File: config.mk
export PLATFORM = sky130hd
export DESIGN_NAME = grid_sweep_scheduler
export DESIGN_NICKNAME = d
export VERILOG_FILES = /design/src/rtl/grid_sweep_scheduler.sv
export SDC_FILE = /design/constraint.sdc
export NUM_CORES = 1
export LEC_CHECK = 0
export ABC_CLOCK_PERIOD_IN_PS = 15600
export CAP_MARGIN = 20
export CORE_ASPECT_RATIO = 0.6
export CORE_MARGIN = 2
export CORE_UTILIZATION = 47
export DETAILED_ROUTE_END_ITERATION = 6
export GPL_ROUTABILITY_DRIVEN = 0
export PLACE_DENSITY = 0.75
export REMOVE_ABC_BUFFERS = 1
export SLEW_MARGIN = 20
export SYNTH_ARGS = -nofsm -noshare
export SYNTH_HDL_FRONTEND = slang
export SYNTH_SLANG_ARGS = --single-unit
File: constraint.sdc
create_clock -name clk -period 15.6 [get_ports clk]
set_clock_uncertainty 0.2 [all_clocks]
set_input_delay 2.34 -clock clk [delete_from_list [all_inputs] [get_ports clk]]
set_output_delay 2.34 -clock clk [all_outputs]
set_load 0.1 [all_outputs]
File: src/rtl/grid_sweep_scheduler.sv
// grid_sweep_scheduler: row-serial neighbour-count removal passes over a DEPTH x WIDTH occupancy grid
module grid_sweep_scheduler #(
  parameter int WIDTH = 16,
  parameter int DEPTH = 16,
  parameter int MAX_PASSES = 256,
  localparam int CW = $clog2(WIDTH*DEPTH+1),
  localparam int PW = $clog2(MAX_PASSES+1),
  localparam int AW = $clog2(DEPTH)
) (
  input  logic             clk,
  input  logic             reset,
  input  logic             load_valid,
  output logic             load_ready,
  input  logic [WIDTH-1:0] load_row,
  input  logic             start,
  output logic             busy,
  output logic             pass_valid,
  output logic [CW-1:0]    pass_removed,
  output logic [PW-1:0]    pass_count,
  output logic [CW-1:0]    total_count,
  output logic             done,
  output logic             limit_hit,
  input  logic [AW-1:0]    rd_addr,
  output logic [WIDTH-1:0] rd_row
);
  localparam logic [2:0] S_IDLE = 3'd0, S_LOAD = 3'd1, S_LOADED = 3'd2,
                         S_SWEEP = 3'd3, S_CHECK = 3'd4, S_DONE = 3'd5;
  logic [2:0]       r_state;
  logic [AW-1:0]    r_idx;
  logic [WIDTH-1:0] r_grid [DEPTH];
  logic [WIDTH-1:0] r_prev;
  logic [CW-1:0]    r_acc, r_last, r_total;
  logic [PW-1:0]    r_pc;
  logic             r_lh;
  logic [WIDTH-1:0] r_rd;
  logic             w_last, w_ld, w_lim;
  logic [AW-1:0]    w_nxt;
  logic [WIDTH-1:0] w_up, w_mid, w_dn, w_clr, w_new;
  logic [WIDTH+1:0] w_pu, w_pm, w_pd;
  logic [3:0]       w_cnt [WIDTH];
  logic [CW-1:0]    w_pop;
  assign load_ready   = r_state == S_IDLE || r_state == S_LOAD || r_state == S_DONE;
  assign busy         = r_state == S_SWEEP || r_state == S_CHECK;
  assign done         = r_state == S_DONE;
  assign pass_valid   = r_state == S_CHECK;
  assign pass_removed = pass_valid ? r_acc : r_last;
  assign pass_count   = r_pc;
  assign total_count  = r_total;
  assign limit_hit    = r_lh;
  assign rd_row       = r_rd;
  assign w_last = r_idx == AW'(DEPTH-1);
  assign w_ld   = load_valid && load_ready;
  assign w_lim  = PW'(r_pc + 1'b1) == PW'(MAX_PASSES);
  assign w_nxt  = w_last ? r_idx : r_idx + 1'b1;
  // Row above was already overwritten this pass, so its pass-start value comes from r_prev
  assign w_up   = r_idx == '0 ? '0 : r_prev;
  assign w_mid  = r_grid[r_idx];
  assign w_dn   = w_last ? '0 : r_grid[w_nxt];
  assign w_pu   = {1'b0, w_up, 1'b0};
  assign w_pm   = {1'b0, w_mid, 1'b0};
  assign w_pd   = {1'b0, w_dn, 1'b0};
  assign w_new  = w_mid & ~w_clr;
  // Per-column 8-neighbour count over the zero-padded 3-row window and removal popcount
  always_comb begin
    w_pop = '0;
    for (int j = 0; j < WIDTH; j++) begin
      w_cnt[j] = 4'(w_pu[j]) + 4'(w_pu[j+1]) + 4'(w_pu[j+2]) + 4'(w_pm[j]) +
                 4'(w_pm[j+2]) + 4'(w_pd[j]) + 4'(w_pd[j+1]) + 4'(w_pd[j+2]);
      w_clr[j] = w_mid[j] && w_cnt[j] < 4'd4;
      w_pop = w_pop + CW'(w_clr[j]);
    end
  end
  // Grid storage: written by the loader or by the sweep, one row per cycle
  always_ff @(posedge clk) begin
    if (!reset && w_ld) r_grid[r_idx] <= load_row;
    else if (!reset && r_state == S_SWEEP) r_grid[r_idx] <= w_new;
  end
  // Control FSM, pass accounting and registered readback
  always_ff @(posedge clk) begin
    if (reset) begin
      r_state <= S_IDLE;
      r_idx   <= '0;
      r_prev  <= '0;
      r_acc   <= '0;
      r_last  <= '0;
      r_total <= '0;
      r_pc    <= '0;
      r_lh    <= 1'b0;
      r_rd    <= '0;
    end else begin
      r_rd <= r_grid[rd_addr];
      case (r_state)
        S_IDLE, S_LOAD, S_DONE: if (w_ld) begin
          r_idx   <= w_last ? '0 : r_idx + 1'b1;
          r_state <= w_last ? S_LOADED : S_LOAD;
          r_lh    <= 1'b0;
        end
        S_LOADED: if (start) begin
          r_state <= S_SWEEP;
          r_idx   <= '0;
          r_pc    <= '0;
          r_total <= '0;
          r_acc   <= '0;
        end
        S_SWEEP: begin
          r_prev  <= w_mid;
          r_acc   <= r_acc + w_pop;
          r_idx   <= w_last ? '0 : r_idx + 1'b1;
          r_state <= w_last ? S_CHECK : S_SWEEP;
        end
        S_CHECK: begin
          r_last  <= r_acc;
          r_total <= r_total + r_acc;
          r_pc    <= r_pc + 1'b1;
          r_acc   <= '0;
          r_state <= (r_acc == '0 || w_lim) ? S_DONE : S_SWEEP;
          r_lh    <= r_acc != '0 && w_lim;
        end
        default: r_state <= S_IDLE;
      endcase
    end
  end
endmodule

==> metrics <==
CTS H-tree lvls 2; PwrDens 105 nW/um^2; drt pass-1 iters 5; CP arrival between 10 and 15 ns; hold crit path type reg2reg; DR WL/cell 27.2 microns; Port Buffers 71; Final Critical Period 10.09 ns; number of buffers created by CTS 34; DRT iter0 DRCs 2086; commonest non-fill, non-tap cells in the layout 256 x edfxtp_1, 202 x mux4_2, 111 x nand2_1; Inserted Diodes 0; Hold Vio Cnt, Final 0; gr ovfl total 0; Main synth FF type edfxtp_1; FF-to-FF path depth 27; Cell variety after synth 68; CTS Root Cell clkbuf_16; max_cap viols 0; RSZ-0062 raised after global routing false; clock tree buffer depth 3; max_slew headroom 0.296; later-pin clock latency in the skew report 0.54 ns; Non-Filler Instances 2045; Sw Ratio 0.290; Sequential Power Share 0.418; Data required, critical path 15.81 ns; die height approximately 160 microns; Most Frequent Cell on Critical Path fa_1; total power about 2.3 mW; sw power 678 uW; Top delay family on crit path adder cells; largest net degree at the start of global routing 58; Final setup viols 0; Max stage delay cell, worst path a221oi_1; reg2reg end r_acc[8]; status finished clean; post-synth top area share 0.388; FF-to-FF setup slack 5.51 ns; nature of the critical path endpoint flop; critical path class reg2reg; routed vias/inst 6.62; Post-synth ARST share 0; Rows 58; FF+latch count, synth 336; fmax 0.0992 GHz; cell area after synthesis 19800 sq um; maximum fanout along the worst path 53; Crit path buffers/inverters 5; initial antenna violation count 0; Yosys top cell by area edfxtp_1; first-pass GRT wire length 83800 microns; Worst Setup Slack, final 5.51 ns; num ports approximately 70; setup tns final 0 ns; Gate power share 0.229; die width between 200 and 300 microns; VDD IR-drop max 74.0 uV; Clock Sinks 336; clock share of power 0.353; Worst path max stage delay 0.91 ns; Hold Path Origin r_prev[1]; Worst Hold Depth 2; sequential share of the synthesized area 0.468; total wire length about 56000 microns; Synth-to-Final Area Change 12.6%; most common cell after layout, fill and taps aside edfxtp_1; CTS Hold Bufs 0; leakage between 7 and 8 nW; Initial Utilization 0.475; period utilisation layout 0.647; TritonCTS clock tree built; DRC viols 0; post-synthesis instance total 1393; Yosys Warn Count 0; Resized Gates After CTS 0; CORE AREA roughly 42000 sq um; Clk pin slew, worst setup/hold paths 0.06 ns; final net count 1583; Critical R2R Launch r_idx[1]; Int Power 1.66 mW; worst slew pin tran 1.06 ns; share of cells above drive strength 1 0.225; Worst Hold Endpoint r_prev[1]; HPWL Detailed 34700 microns; syn avg cell area 14.2 sq um; Post-CTS Setup Bufs 0; antenna viol nets, final 0; cell count after placement 1982; pre-CTS WS 5.62 ns; via count 13539; gr usage total 0.256; vias in the first global route 13239; top cells by area, synth edfxtp_1 39%, mux4_2 23%, dfxtp_1 8.1%; Final Max Tran Viols 0; Die ar. 43900 sq um; crit start category flop; Post-synth EDFFs 256
## flip-flops by register name (all words and copies together), names as in the netlist, named ones only
name and flops:
total_count 9, rd_row 16, r_prev 16, limit_hit 1
pass_count 9, r_acc 9, r_state 3, r_last 9
r_idx 4, r_grid 256
## kinds of logic after synthesis
logic type | synth area share
AOI/OAI and AO/OA | 0.0556
xor gates and xnor gates | 0.00397
adders and majority gates | 0.0906
buffers and inverters | 0.0428
DFF | 0.468
muxes | 0.267
and+or+nand+nor | 0.0717
## power groups by stage
stage / Sequential, mW / Clock [mW] / Combinational [mW]
CTS: 0.979 / 0.831 / 0.532
floorplan: 1.03 / 0 / 0.345
global placement: 0.998 / 0 / 0.514
global route: 0.979 / 0.873 / 0.593
detailed placement: 0.999 / 0 / 0.524
finish: 0.979 / 0.826 / 0.535
## synthesized netlist by cell type, types with 3 or more instances
| master | count |
|---|---|
| nand2b_1 | 6 |
| a221oi_1 | 10 |
| a311oi_1 | 6 |
| a31oi_1 | 6 |
| a21oi_1 | 51 |
| mux2_2 | 3 |
| o211a_1 | 4 |
| nand3b_1 | 4 |
| nand4_1 | 4 |
| dfxtp_1 | 80 |
| nor2_1 | 79 |
| buf_4 | 13 |
| mux2i_1 | 69 |
| clkbuf_1 | 42 |
| nand2_1 | 111 |
| and3_1 | 4 |
| nor2b_1 | 4 |
| o31ai_1 | 16 |
| buf_6 | 3 |
| xnor2_1 | 5 |
| o21a_1 | 8 |
| o21ai_0 | 23 |
| a22oi_1 | 14 |
| nand3_1 | 8 |
| mux4_2 | 202 |
| buf_1 | 7 |
| a21o_1 | 4 |
| inv_1 | 105 |
| edfxtp_1 | 256 |
| and2_1 | 31 |
| ha_1 | 54 |
| nor3b_1 | 8 |
| buf_2 | 22 |
| xor2_1 | 4 |
| nor4_1 | 12 |
| nor3_1 | 20 |
| fa_1 | 56 |
## how the worst max path moves through the flow
stage | slack [ns] | startpoint | end | cells after the start
after floorplan | 5.80 | flop | r_acc[8] | 26
after global placement | 5.90 | r_idx[1] | r_acc[8] | 27
after detailed placement | 5.62 | r_idx[1] | r_acc[8] | 27
after CTS | 5.58 | r_idx[1] | r_acc[8] | 27
after global routing | 4.91 | r_idx[1] | r_acc[8] | 27
final | 5.51 | r_idx[1] | r_acc[8] | 27
## final cells by class
| type | instances | area, sq um |
|---|---|---|
| multi-input combinational | 862 | 9830 |
| sequential | 336 | 9290 |
| timing repair buffer | 109 | 978 |
| clock inverter | 18 | 161 |
| tap | 570 | 713 |
| clock buffer | 44 | 961 |
| inverter | 106 | 398 |
| fill | 3307 | 19400 |
## per-stage QoR
| stage | util | hold slack [ns] | area (sq um) |
|---|---|---|---|
| 2_1_floorplan | - | 0.226 | 19400 |
| 3_3_place_gp | 0.508 | 0.239 | 21200 |
| 3_5_place_dp | 0.508 | 0.243 | 21200 |
| 4_1_cts | 0.535 | 0.252 | 22300 |
| 5_1_grt | 0.535 | 0.267 | 22300 |
| 6_report | 0.535 | 0.254 | 22300 |
## worst reg2reg max path: cells and delay by family, from the launching register on
kind | cells | cell delay, ns
muxes | 1 | 0.66
adders and majority gates | 11 | 4.75
AOI/OAI and AO/OA | 4 | 1.43
and+or+nand+nor | 5 | 1.22
buffers and inverters | 5 | 1.02
DFF | 1 | 0.49
xor gates and xnor gates | 1 | 0.20
## per-layer routing
metal | vias to the layer above | global-route usage | wire length, microns
met3 | 100 | 0.0832 | 8100
met5 | - | 0 | 0
li1 | 5518 | - | -
met1 | 6937 | 0.374 | 22200
met4 | 0 | 0.0642 | 1220
met2 | 984 | 0.372 | 24100
(Power assumes the default switching activity.)
